[src/rtl/imem_prefetch_buffer.sv]
// Sequential instruction prefetcher: issues word-aligned imem reads and queues
// {address, word} pairs in a small FIFO for the fetch stage; flushes on redirect.
module imem_prefetch_buffer #(
   parameter int unsigned           ADDR_WIDTH   = 32,
   parameter int unsigned           WORD_WIDTH   = 32,
   parameter int unsigned           DEPTH        = 2,
   parameter logic [ADDR_WIDTH-1:0] BOOT_ADDRESS = '0
) (
   input  logic                  clk,
   input  logic                  rst,
   input  logic                  redirect_i,
   input  logic [ADDR_WIDTH-1:0] redirect_addr_i,
   output logic [WORD_WIDTH-1:0] instr_o,
   output logic [ADDR_WIDTH-1:0] instr_addr_o,
   output logic                  instr_valid_o,
   input  logic                  instr_ready_i,
   output logic                  imem_valid_o,
   input  logic                  imem_ready_i,
   output logic [ADDR_WIDTH-1:0] imem_addr_o,
   output logic [WORD_WIDTH-1:0] imem_wdata_o,
   output logic [3:0]            imem_we_o,
   input  logic [WORD_WIDTH-1:0] imem_rdata_i
);

   localparam int unsigned PTR_W = (DEPTH > 1) ? $clog2(DEPTH) : 1;
   localparam int unsigned CNT_W = $clog2(DEPTH) + 1;
   localparam logic [CNT_W-1:0] DepthCnt = CNT_W'(DEPTH);

   typedef enum logic {StIdle, StBusy} state_e;

   state_e                state_q, state_d;
   logic [ADDR_WIDTH-1:0] req_addr_q, req_addr_d;
   logic [ADDR_WIDTH-1:0] next_addr_q, next_addr_d;
   logic                  discard_q, discard_d;
   logic [CNT_W-1:0]      count_q, count_d;
   logic [PTR_W-1:0]      wr_ptr_q, wr_ptr_d, rd_ptr_q, rd_ptr_d;
   logic [WORD_WIDTH-1:0] data_mem_q [DEPTH];
   logic [ADDR_WIDTH-1:0] addr_mem_q [DEPTH];

   logic                  accept, push, pop;
   logic [ADDR_WIDTH-1:0] redirect_target;
   logic                  unused_redirect_bits;

   assign redirect_target      = {redirect_addr_i[ADDR_WIDTH-1:2], 2'b00};
   assign unused_redirect_bits = ^redirect_addr_i[1:0];

   assign accept = (state_q == StBusy) && imem_ready_i;
   // Redirect overrides both FIFO operations in its cycle.
   assign pop    = instr_valid_o && instr_ready_i && !redirect_i;
   assign push   = accept && !discard_q && !redirect_i;

   always_comb begin
      state_d     = state_q;
      req_addr_d  = req_addr_q;
      next_addr_d = next_addr_q;
      discard_d   = discard_q;
      count_d     = count_q;
      wr_ptr_d    = wr_ptr_q;
      rd_ptr_d    = rd_ptr_q;

      if (redirect_i) begin
         count_d     = '0;
         wr_ptr_d    = '0;
         rd_ptr_d    = '0;
         next_addr_d = redirect_target;
      end else begin
         if (pop) begin
            rd_ptr_d = rd_ptr_q + 1'b1;
         end
         if (push) begin
            wr_ptr_d    = wr_ptr_q + 1'b1;
            next_addr_d = req_addr_q + ADDR_WIDTH'(4);
         end
         count_d = count_q + CNT_W'(push) - CNT_W'(pop);
      end

      unique case (state_q)
         StIdle: begin
            // A redirect seen in IDLE issues straight away at its target.
            if (redirect_i || (count_q < DepthCnt) || discard_q) begin
               state_d    = StBusy;
               req_addr_d = next_addr_d;
            end
         end
         StBusy: begin
            if (accept) begin
               discard_d = 1'b0;
               if (count_d < DepthCnt) begin
                  req_addr_d = next_addr_d;
               end else begin
                  state_d = StIdle;
               end
            end else if (redirect_i) begin
               // Request already on the bus: hold it, drop its response later.
               discard_d = 1'b1;
            end
         end
         default: state_d = StIdle;
      endcase
   end

   always_ff @(posedge clk or posedge rst) begin
      if (rst) begin
         state_q     <= StIdle;
         req_addr_q  <= BOOT_ADDRESS;
         next_addr_q <= BOOT_ADDRESS;
         discard_q   <= 1'b0;
         count_q     <= '0;
         wr_ptr_q    <= '0;
         rd_ptr_q    <= '0;
      end else begin
         state_q     <= state_d;
         req_addr_q  <= req_addr_d;
         next_addr_q <= next_addr_d;
         discard_q   <= discard_d;
         count_q     <= count_d;
         wr_ptr_q    <= wr_ptr_d;
         rd_ptr_q    <= rd_ptr_d;
      end
   end

   always_ff @(posedge clk or posedge rst) begin
      if (rst) begin
         for (int i = 0; i < DEPTH; i++) begin
            data_mem_q[i] <= '0;
            addr_mem_q[i] <= '0;
         end
      end else if (push) begin
         data_mem_q[wr_ptr_q] <= imem_rdata_i;
         addr_mem_q[wr_ptr_q] <= req_addr_q;
      end
   end

   assign instr_o       = data_mem_q[rd_ptr_q];
   assign instr_addr_o  = addr_mem_q[rd_ptr_q];
   assign instr_valid_o = (count_q != '0);
   assign imem_valid_o  = (state_q == StBusy);
   assign imem_addr_o   = req_addr_q;
   assign imem_wdata_o  = '0;
   assign imem_we_o     = '0;

endmodule

[config.mk]
export PLATFORM = sky130hd
export DESIGN_NAME = imem_prefetch_buffer
export DESIGN_NICKNAME = d
export VERILOG_FILES = /design/src/rtl/imem_prefetch_buffer.sv
export SDC_FILE = /design/constraint.sdc
export NUM_CORES = 1
export LEC_CHECK = 0
export ABC_AREA = 1
export CAP_MARGIN = 20
export CORE_UTILIZATION = 45
export DETAILED_ROUTE_END_ITERATION = 8
export PLACE_DENSITY = 0.69
export SYNTH_ARGS = -nofsm -noshare
export SYNTH_HDL_FRONTEND = slang
export SYNTH_SLANG_ARGS = --single-unit
[constraint.sdc]
create_clock -name clk -period 14.9 [get_ports clk]
set_clock_uncertainty 0.05 [all_clocks]
set_input_delay 2.98 -clock clk [delete_from_list [all_inputs] [get_ports clk]]
set_output_delay 2.98 -clock clk [all_outputs]
set_load 0.05 [all_outputs]
==> results of run 1 <==
==> layer usage <==
| layer | up-vias | part of all wire, % |
|---|---|---|
| met5 | - | 0 |
| met3 | 24 | 5.0 |
| met2 | 238 | 44 |
| met1 | 3703 | 49 |
| li1 | 3993 | - |
| met4 | 0 | 1.5 |
==> power by group through the flow <==
stage / combinational [mW] / clock (mW) / sequential [mW]
after global routing: 0.855 / 0.552 / 0.805
after detailed placement: 0.795 / 0 / 0.793
after floorplan: 0.513 / 0 / 0.835
after CTS: 0.797 / 0.530 / 0.784
final: 0.790 / 0.518 / 0.784
after global placement: 0.786 / 0 / 0.788
==> critical path, cell delays in order, from the launching register on <==
cell	delay (ns)
dfrtp_2	0.38
buf_4	0.36
inv_2	0.59
buf_4	0.48
nand2_1	0.09
nand2_1	0.07
clkdlybuf4s50_1	0.86
==> cell usage after synthesis <==
cell type  number
conb_1          1
o21ai_0        92
nand2_2        12
a22o_1         14
inv_4           1
nand3_4         2
ha_1            3
or2_2           1
inv_1         106
nand4_1         1
o21ai_1        57
buf_4          37
buf_2          23
nor2_4          5
o21ai_2        10
buf_1           1
buf_6          13
and2_1          2
o211ai_1        3
nand3b_1        1
buf_12          1
xnor2_1         1
a21oi_1         7
nand4_2         1
nand3_1        31
nand2_1       536
buf_8           1
inv_2           4
nand2_4         1
nor2_1         33
nor2_2          3
dfrtp_1       198
clkbuf_1       17
xor2_1          5
==> how the worst min path moves through the flow <==
stage                                     from                         end  slack (ns)  cells past startpoint
floorplan           addr_mem_q[30]$_DFFE_PP0P_  addr_mem_q[30]$_DFFE_PP0P_        0.40                      2
global placement    data_mem_q[18]$_DFFE_PP0P_  data_mem_q[18]$_DFFE_PP0P_        0.42                      2
detailed placement  data_mem_q[13]$_DFFE_PP0P_  data_mem_q[13]$_DFFE_PP0P_        0.42                      2
CTS                 addr_mem_q[54]$_DFFE_PP0P_  addr_mem_q[54]$_DFFE_PP0P_        0.44                      2
global route        addr_mem_q[53]$_DFFE_PP0P_  addr_mem_q[53]$_DFFE_PP0P_        0.46                      2
finish              addr_mem_q[19]$_DFFE_PP0P_  addr_mem_q[19]$_DFFE_PP0P_        0.43                      2
==> per-stage QoR <==
step | hold WS (ns) | power, mW
after floorplan | 0.403 | 1.35
after global placement | 0.416 | 1.57
after detailed placement | 0.423 | 1.59
after CTS | 0.440 | 2.11
after global routing | 0.455 | 2.21
final | 0.434 | 2.09
==> logic make-up (layout without fill, tap and decap cells) <==
kind of cell	after synthesis	after routing	synth area share [%]
xor gates and xnor gates	6	6	0.544
AOI/OAI and AO/OA	183	183	10.5
adders and majority gates	3	3	0.389
DFF	198	198	51.3
and+or+nand+nor	629	629	26.2
buffers and inverters	204	313	11.0
other	1	36	0.0388
==> final cells by class <==
class,instances,area (um^2),share of cell area [%]
inverters,111,427,3.59
repair buffers,170,1690,14.2
well taps,275,344,2.90
clock buffers,22,484,4.08
multi-input cells,857,3780,31.9
flip-flops and latches,198,4960,41.8
clock inverters,10,190,1.60
==> sequential cells by signal (all words and copies together), names as in the netlist <==
| name | flops |
|---|---|
| imem_addr_o | 32 |
| addr_mem_q | 64 |
| rd_ptr_q | 1 |
| count_q | 2 |
| next_addr_q | 32 |
| data_mem_q | 64 |
| imem_valid_o | 1 |
| wr_ptr_q | 1 |
| discard_q | 1 |
==> flow_results.xml, run 1 <==
<?xml version="1.0" encoding="UTF-8"?>
<metrics>
  <group name="synthesis">
    <metric name="yosys.area.top_type_share" unit="%">51.3</metric>
    <metric name="synth.yosys.warnings" unit="">0</metric>
    <metric name="synthCells" unit="">1224</metric>
    <metric name="synth-seq-area-share" unit="%">51.3</metric>
    <metric name="synth_area_leaders" unit="">dfrtp_1, nand2_1, o21ai_0, inv_1, o21ai_1</metric>
    <metric name="synth-seq-cells" unit="">198</metric>
    <metric name="synth_cell_type_count" unit="">34</metric>
    <metric name="syn-cell-area" unit="um^2">9660</metric>
    <metric name="synth.largest_area_cell" unit="">dfrtp_1</metric>
    <metric name="avgSynthCellArea" unit="um^2">7.89</metric>
  </group>
  <group name="timing">
    <metric name="timing_max_transition_violations_final" unit="">0</metric>
    <metric name="tightestPinTransition" unit="ns">0.993</metric>
    <metric name="slew_headroom" unit="%">33.7</metric>
    <metric name="timing.final.crit_period" unit="ns">6.31</metric>
    <metric name="rsz0062_at_grt" unit="">false</metric>
    <metric name="fin_ws" unit="ns">8.59</metric>
    <metric name="final-setup-viol-count" unit="">0</metric>
    <metric name="final_period_utilization" unit="%">42.4</metric>
    <metric name="fmax" unit="MHz">158</metric>
    <metric name="final-hold-violation-count" unit="">0</metric>
    <metric name="setup_total_negative_slack" unit="ns">0</metric>
  </group>
  <group name="floorplanning">
    <metric name="design.core.area" unit="um^2">21000</metric>
    <metric name="die_outline_height" unit="um">148</metric>
    <metric name="start_util" unit="%">45.9</metric>
    <metric name="dieWidth" unit="um">148</metric>
    <metric name="top_level_ports" unit="">203</metric>
    <metric name="die_area" unit="um^2">22000</metric>
    <metric name="row_count" unit="">53</metric>
  </group>
  <group name="layout">
    <metric name="final_net_count" unit="">1427</metric>
    <metric name="antenna_cells_inserted" unit="">0</metric>
    <metric name="finalNonFillerCells" unit="">1643</metric>
    <metric name="most_common_cell_after_layout_fill_and_taps_aside" unit="">nand2_1</metric>
    <metric name="layout_cell_share_with_drive_strength_beyond_1" unit="%">5.85</metric>
    <metric name="area.growth.synth_to_final" unit="%">22.9</metric>
    <metric name="fillers" unit="">1973</metric>
    <metric name="layout_common_cells" unit="">nand2_1, dfrtp_1, clkdlybuf4s50_1, inv_1, o21ai_0</metric>
    <metric name="stdcell_area" unit="um^2">11900</metric>
    <metric name="layout.core_utilization" unit="%">56.5</metric>
  </group>
  <group name="flow_run">
    <metric name="timing.max_cap.violations" unit="">0</metric>
  </group>
  <group name="clocking">
    <metric name="cts.repair.resized" unit="">0</metric>
    <metric name="tritoncts.num_buffers" unit="">17</metric>
    <metric name="clkSinkCount" unit="">198</metric>
    <metric name="clk_latency" unit="ns">0.43</metric>
    <metric name="holdBufCountCts" unit="">0</metric>
    <metric name="ctsLongestPathBuffers" unit="">2</metric>
    <metric name="clkTransAtPathRegs" unit="ns">0.07</metric>
    <metric name="cts_root_buffer" unit="">clkbuf_16</metric>
    <metric name="cts_h_tree_depth" unit="">4</metric>
    <metric name="post_cts_buffers" unit="">0</metric>
    <metric name="cts_tree" unit="">built</metric>
  </group>
  <group name="global_routing">
    <metric name="track_usage" unit="%">21.5</metric>
    <metric name="grt_busiest_layer" unit="">met2</metric>
    <metric name="initial_antenna_violation_count" unit="">0</metric>
    <metric name="grt_start_max_net_pins" unit="">125</metric>
    <metric name="residual_overflow_from_global_routing" unit="">0</metric>
    <metric name="grt_pass1_vias" unit="">7300</metric>
    <metric name="grt.met3_usage" unit="%">3.80</metric>
    <metric name="global_route_wire_length_before_repair" unit="um">37500</metric>
    <metric name="use_met1" unit="%">31.8</metric>
    <metric name="met2_usage" unit="%">32.3</metric>
  </group>
  <group name="setup_path">
    <metric name="worst_setup_path_category" unit="">reg2out</metric>
    <metric name="critPathLaunchType" unit="">flop</metric>
    <metric name="worst_r2r_path_depth" unit="">12</metric>
    <metric name="critical_path.endpoint" unit="">instr_addr_o[16]</metric>
    <metric name="worst-endpoint-arrival" unit="ns">3.28</metric>
    <metric name="crit-reg2reg-launch" unit="">count_q[1]$_DFF_PP0_</metric>
    <metric name="r2r_slack" unit="ns">11.76</metric>
    <metric name="crit_path_max_fanout" unit="">65</metric>
    <metric name="crit_path_start" unit="">rd_ptr_q$_DFFE_PP0P_</metric>
    <metric name="regToRegEndpoint" unit="">imem_addr_o[8]$_DFFE_PP0P_</metric>
    <metric name="cp-end-kind" unit="">output port</metric>
    <metric name="timing.critical_path.required" unit="ns">11.87</metric>
  </group>
  <group name="routing">
    <metric name="totalWireLength" unit="um">22900</metric>
    <metric name="first_pass_iters" unit="">6</metric>
    <metric name="drc" unit="">0</metric>
    <metric name="drtIter0Drc" unit="">486</metric>
    <metric name="num_vias" unit="">7958</metric>
    <metric name="wire_per_inst" unit="um">13.9</metric>
    <metric name="antenna_left" unit="">0</metric>
    <metric name="post_drt_via_cell_ratio" unit="">4.84</metric>
  </group>
  <group name="outcome">
    <metric name="run_status" unit="">complete, no violations</metric>
  </group>
  <group name="power_and_ir_drop">
    <metric name="internal_power" unit="mW">1.26</metric>
    <metric name="share_clk_of_total_power" unit="%">24.8</metric>
    <metric name="total_leakage_power" unit="nW">5.93</metric>
    <metric name="share_seq_of_total_power" unit="%">37.5</metric>
    <metric name="sw_frac_of_total" unit="%">39.9</metric>
    <metric name="power_switching" unit="uW">835</metric>
    <metric name="pwr_density_cell" unit="nW/um^2">176</metric>
    <metric name="max-vdd-ir-drop" unit="mV">0.101</metric>
    <metric name="comb_power_share" unit="%">37.8</metric>
  </group>
  <group name="place">
    <metric name="dpl.cell_count" unit="">1611</metric>
    <metric name="hpwlAfterDp" unit="um">15100</metric>
    <metric name="post-place-ws" unit="ns">8.69</metric>
    <metric name="routabilityCongestion" unit="">0.850</metric>
    <metric name="io_buffers" unit="">164</metric>
    <metric name="detailed_place.area" unit="um^2">11200</metric>
  </group>
  <group name="hold_path">
    <metric name="hold_path.class" unit="">reg2reg</metric>
  </group>
</metrics>
No activity file was read; power rests on OpenSTA's default activity.
==> run 2: changes to the inputs <==
Settings changed: PLACE_DENSITY 0.69 to 0.72.
Clock period 14.9 ns to 5.71 ns, I/O delays scaled along.
==> run 2 against run 1 <==
  * Global-route usage up 0.14 points
  * Wire length up 1.5%
  * Combinational power rose to 2.6 times the previous value
  * Register-to-register slack worse by 9.2 ns
  * Die area unchanged
  * Sequential cell count unchanged
  * Sequential share of layout area about the same
  * Cell count up 0.18%
  * Highest routed layer unchanged
==> flow_results.xml, run 2 (synthesized netlist as in run 1, its figures left out) <==
<?xml version="1.0" encoding="UTF-8"?>
<metrics>
  <group name="power_and_ir_drop">
    <metric name="comb_power_share" unit="%">38.4</metric>
    <metric name="share_clk_of_total_power" unit="%">23.6</metric>
    <metric name="total_leakage_power" unit="nW">5.92</metric>
    <metric name="power" unit="mW">5.39</metric>
    <metric name="internal_power" unit="mW">3.21</metric>
    <metric name="sw_frac_of_total" unit="%">40.4</metric>
    <metric name="pwr_density_cell" unit="nW/um^2">455</metric>
    <metric name="max-vdd-ir-drop" unit="mV">0.212</metric>
    <metric name="power_switching" unit="mW">2.18</metric>
    <metric name="share_seq_of_total_power" unit="%">38.0</metric>
  </group>
  <group name="floorplanning">
    <metric name="top_level_ports" unit="">203</metric>
    <metric name="start_util" unit="%">45.9</metric>
    <metric name="die_area" unit="um^2">22000</metric>
    <metric name="design.core.area" unit="um^2">21000</metric>
    <metric name="dieWidth" unit="um">148</metric>
    <metric name="die_outline_height" unit="um">148</metric>
    <metric name="row_count" unit="">53</metric>
  </group>
  <group name="setup_path">
    <metric name="worst_r2r_path_depth" unit="">14</metric>
    <metric name="critPathLaunchType" unit="">flop</metric>
    <metric name="worst_setup_path_category" unit="">reg2out</metric>
    <metric name="crit_chain" unit="">inv_2, buf_4, nand2_1, nand2_1, clkdlybuf4s50_1</metric>
    <metric name="timing.critical_path.required" unit="ns">4.52</metric>
    <metric name="critical_path.endpoint" unit="">instr_addr_o[15]</metric>
    <metric name="crit_path_max_fanout" unit="">39</metric>
    <metric name="regToRegEndpoint" unit="">imem_addr_o[6]$_DFFE_PP0P_</metric>
    <metric name="critical-path-top-cell-by-count" unit="">nand2_1</metric>
    <metric name="max_stage_delay" unit="ns">0.85</metric>
    <metric name="cp-end-kind" unit="">output port</metric>
    <metric name="worst-endpoint-arrival" unit="ns">2.85</metric>
    <metric name="crit_path_start" unit="">rd_ptr_q$_DFFE_PP0P_</metric>
    <metric name="r2r_slack" unit="ns">2.55</metric>
    <metric name="crit-reg2reg-launch" unit="">count_q[1]$_DFF_PP0_</metric>
    <metric name="cp_slowest_cell" unit="">clkdlybuf4s50_1</metric>
  </group>
  <group name="place">
    <metric name="io_buffers" unit="">164</metric>
    <metric name="dpl.cell_count" unit="">1614</metric>
    <metric name="routabilityCongestion" unit="">0.860</metric>
    <metric name="hpwlAfterDp" unit="um">15300</metric>
    <metric name="detailed_place.area" unit="um^2">11200</metric>
  </group>
  <group name="clocking">
    <metric name="cts.repair.resized" unit="">0</metric>
    <metric name="holdBufCountCts" unit="">0</metric>
    <metric name="clkSinkCount" unit="">198</metric>
    <metric name="cts_tree" unit="">built</metric>
    <metric name="post_cts_buffers" unit="">0</metric>
    <metric name="clk_latency" unit="ns">0.43</metric>
    <metric name="cts_root_buffer" unit="">clkbuf_16</metric>
    <metric name="clkTransAtPathRegs" unit="ns">0.07</metric>
    <metric name="ctsLongestPathBuffers" unit="">2</metric>
    <metric name="cts_h_tree_depth" unit="">4</metric>
    <metric name="tritoncts.num_buffers" unit="">17</metric>
  </group>
  <group name="timing">
    <metric name="slew_headroom" unit="%">25.3</metric>
    <metric name="final-hold-violation-count" unit="">0</metric>
    <metric name="tightestPinTransition" unit="ns">1.12</metric>
    <metric name="final_period_utilization" unit="%">70.9</metric>
    <metric name="rsz0062_at_grt" unit="">false</metric>
    <metric name="final-setup-viol-count" unit="">0</metric>
    <metric name="fmax" unit="MHz">247</metric>
    <metric name="timing.final.crit_period" unit="ns">4.05</metric>
    <metric name="setup_total_negative_slack" unit="ns">0</metric>
    <metric name="timing_max_transition_violations_final" unit="">0</metric>
  </group>
  <group name="flow_run">
    <metric name="timing.max_cap.violations" unit="">0</metric>
  </group>
  <group name="outcome">
    <metric name="run_status" unit="">complete, no violations</metric>
  </group>
  <group name="routing">
    <metric name="wire_per_inst" unit="um">14.1</metric>
    <metric name="totalWireLength" unit="um">23200</metric>
    <metric name="drtIter0Drc" unit="">523</metric>
    <metric name="drc" unit="">0</metric>
    <metric name="antenna_left" unit="">0</metric>
    <metric name="first_pass_iters" unit="">5</metric>
    <metric name="post_drt_via_cell_ratio" unit="">4.82</metric>
    <metric name="num_vias" unit="">7940</metric>
  </group>
  <group name="global_routing">
    <metric name="grt_start_max_net_pins" unit="">199</metric>
    <metric name="initial_antenna_violation_count" unit="">0</metric>
    <metric name="grt.met3_usage" unit="%">4.17</metric>
    <metric name="grt_busiest_layer" unit="">met2</metric>
    <metric name="grt_pass1_vias" unit="">7458</metric>
    <metric name="global_route_wire_length_before_repair" unit="um">37400</metric>
    <metric name="track_usage" unit="%">21.7</metric>
    <metric name="use_met1" unit="%">31.0</metric>
    <metric name="residual_overflow_from_global_routing" unit="">0</metric>
    <metric name="met2_usage" unit="%">33.5</metric>
  </group>
  <group name="layout">
    <metric name="stdcell_area" unit="um^2">11900</metric>
    <metric name="layout_cell_share_with_drive_strength_beyond_1" unit="%">5.98</metric>
    <metric name="antenna_cells_inserted" unit="">0</metric>
    <metric name="layout_top_registers" unit="">addr_mem_q (64), data_mem_q (64)</metric>
    <metric name="finalNonFillerCells" unit="">1646</metric>
    <metric name="layout.core_utilization" unit="%">56.4</metric>
    <metric name="ff_latch_area" unit="um^2">4960</metric>
    <metric name="most_common_cell_after_layout_fill_and_taps_aside" unit="">nand2_1</metric>
    <metric name="fillers" unit="">1960</metric>
    <metric name="final_net_count" unit="">1430</metric>
    <metric name="multiInputGateArea" unit="um^2">3780</metric>
    <metric name="layout_common_cells" unit="">nand2_1, dfrtp_1, clkdlybuf4s50_1, inv_1, o21ai_0</metric>
    <metric name="area.growth.synth_to_final" unit="%">22.8</metric>
  </group>
  <group name="hold_path">
    <metric name="hold_path.class" unit="">reg2reg</metric>
  </group>
</metrics>
[run 2: how the worst min path moves through the flow]
stage	startpoint	to	slack (ns)	cells past startpoint
after CTS	addr_mem_q[61]$_DFFE_PP0P_	addr_mem_q[61]$_DFFE_PP0P_	0.44	2
after global placement	data_mem_q[17]$_DFFE_PP0P_	data_mem_q[17]$_DFFE_PP0P_	0.41	2
after floorplan	addr_mem_q[30]$_DFFE_PP0P_	addr_mem_q[30]$_DFFE_PP0P_	0.40	2
after global routing	addr_mem_q[59]$_DFFE_PP0P_	addr_mem_q[59]$_DFFE_PP0P_	0.46	2
final	data_mem_q[56]$_DFFE_PP0P_	data_mem_q[56]$_DFFE_PP0P_	0.43	2
after detailed placement	addr_mem_q[61]$_DFFE_PP0P_	addr_mem_q[61]$_DFFE_PP0P_	0.42	2
[run 2: cell type report]
type	instances	share of cell area, %
repair buffers	173	14.5
multi-input cells	857	31.9
flip-flops and latches	198	41.8
well taps	275	2.90
clock inverters	7	0.981
clock buffers	25	4.35
inverters	111	3.57
[run 2: metrics by stage]
step | setup WS (ns) | hold slack (ns)
finish | 1.66 | 0.434
detailed placement | 1.33 | 0.423
global placement | 1.40 | 0.415
global route | 1.47 | 0.456
CTS | 1.61 | 0.439
floorplan | 1.96 | 0.403
[run 2: metal layers]
layer | vias to the layer above | routed length, um
met1 | 3677 | 10900
met3 | 25 | 1350
met2 | 246 | 10700
met5 | - | 0
li1 | 3992 | -
met4 | 0 | 297
[run 2: power groups by stage]
stage / clock, mW / combinational (mW) / sequential, mW
global route: 1.36 / 2.24 / 2.10
detailed placement: 0 / 2.08 / 2.07
floorplan: 0 / 1.34 / 2.18
global placement: 0 / 2.05 / 2.06
CTS: 1.31 / 2.09 / 2.05
finish: 1.27 / 2.07 / 2.05
[run 2: worst max-delay path, delay by kind of cell (launching register included)]
family	cells	cell delay, ns
buffers and inverters	3	1.85
flip-flops	1	0.41
AND/OR/NAND/NOR	2	0.15
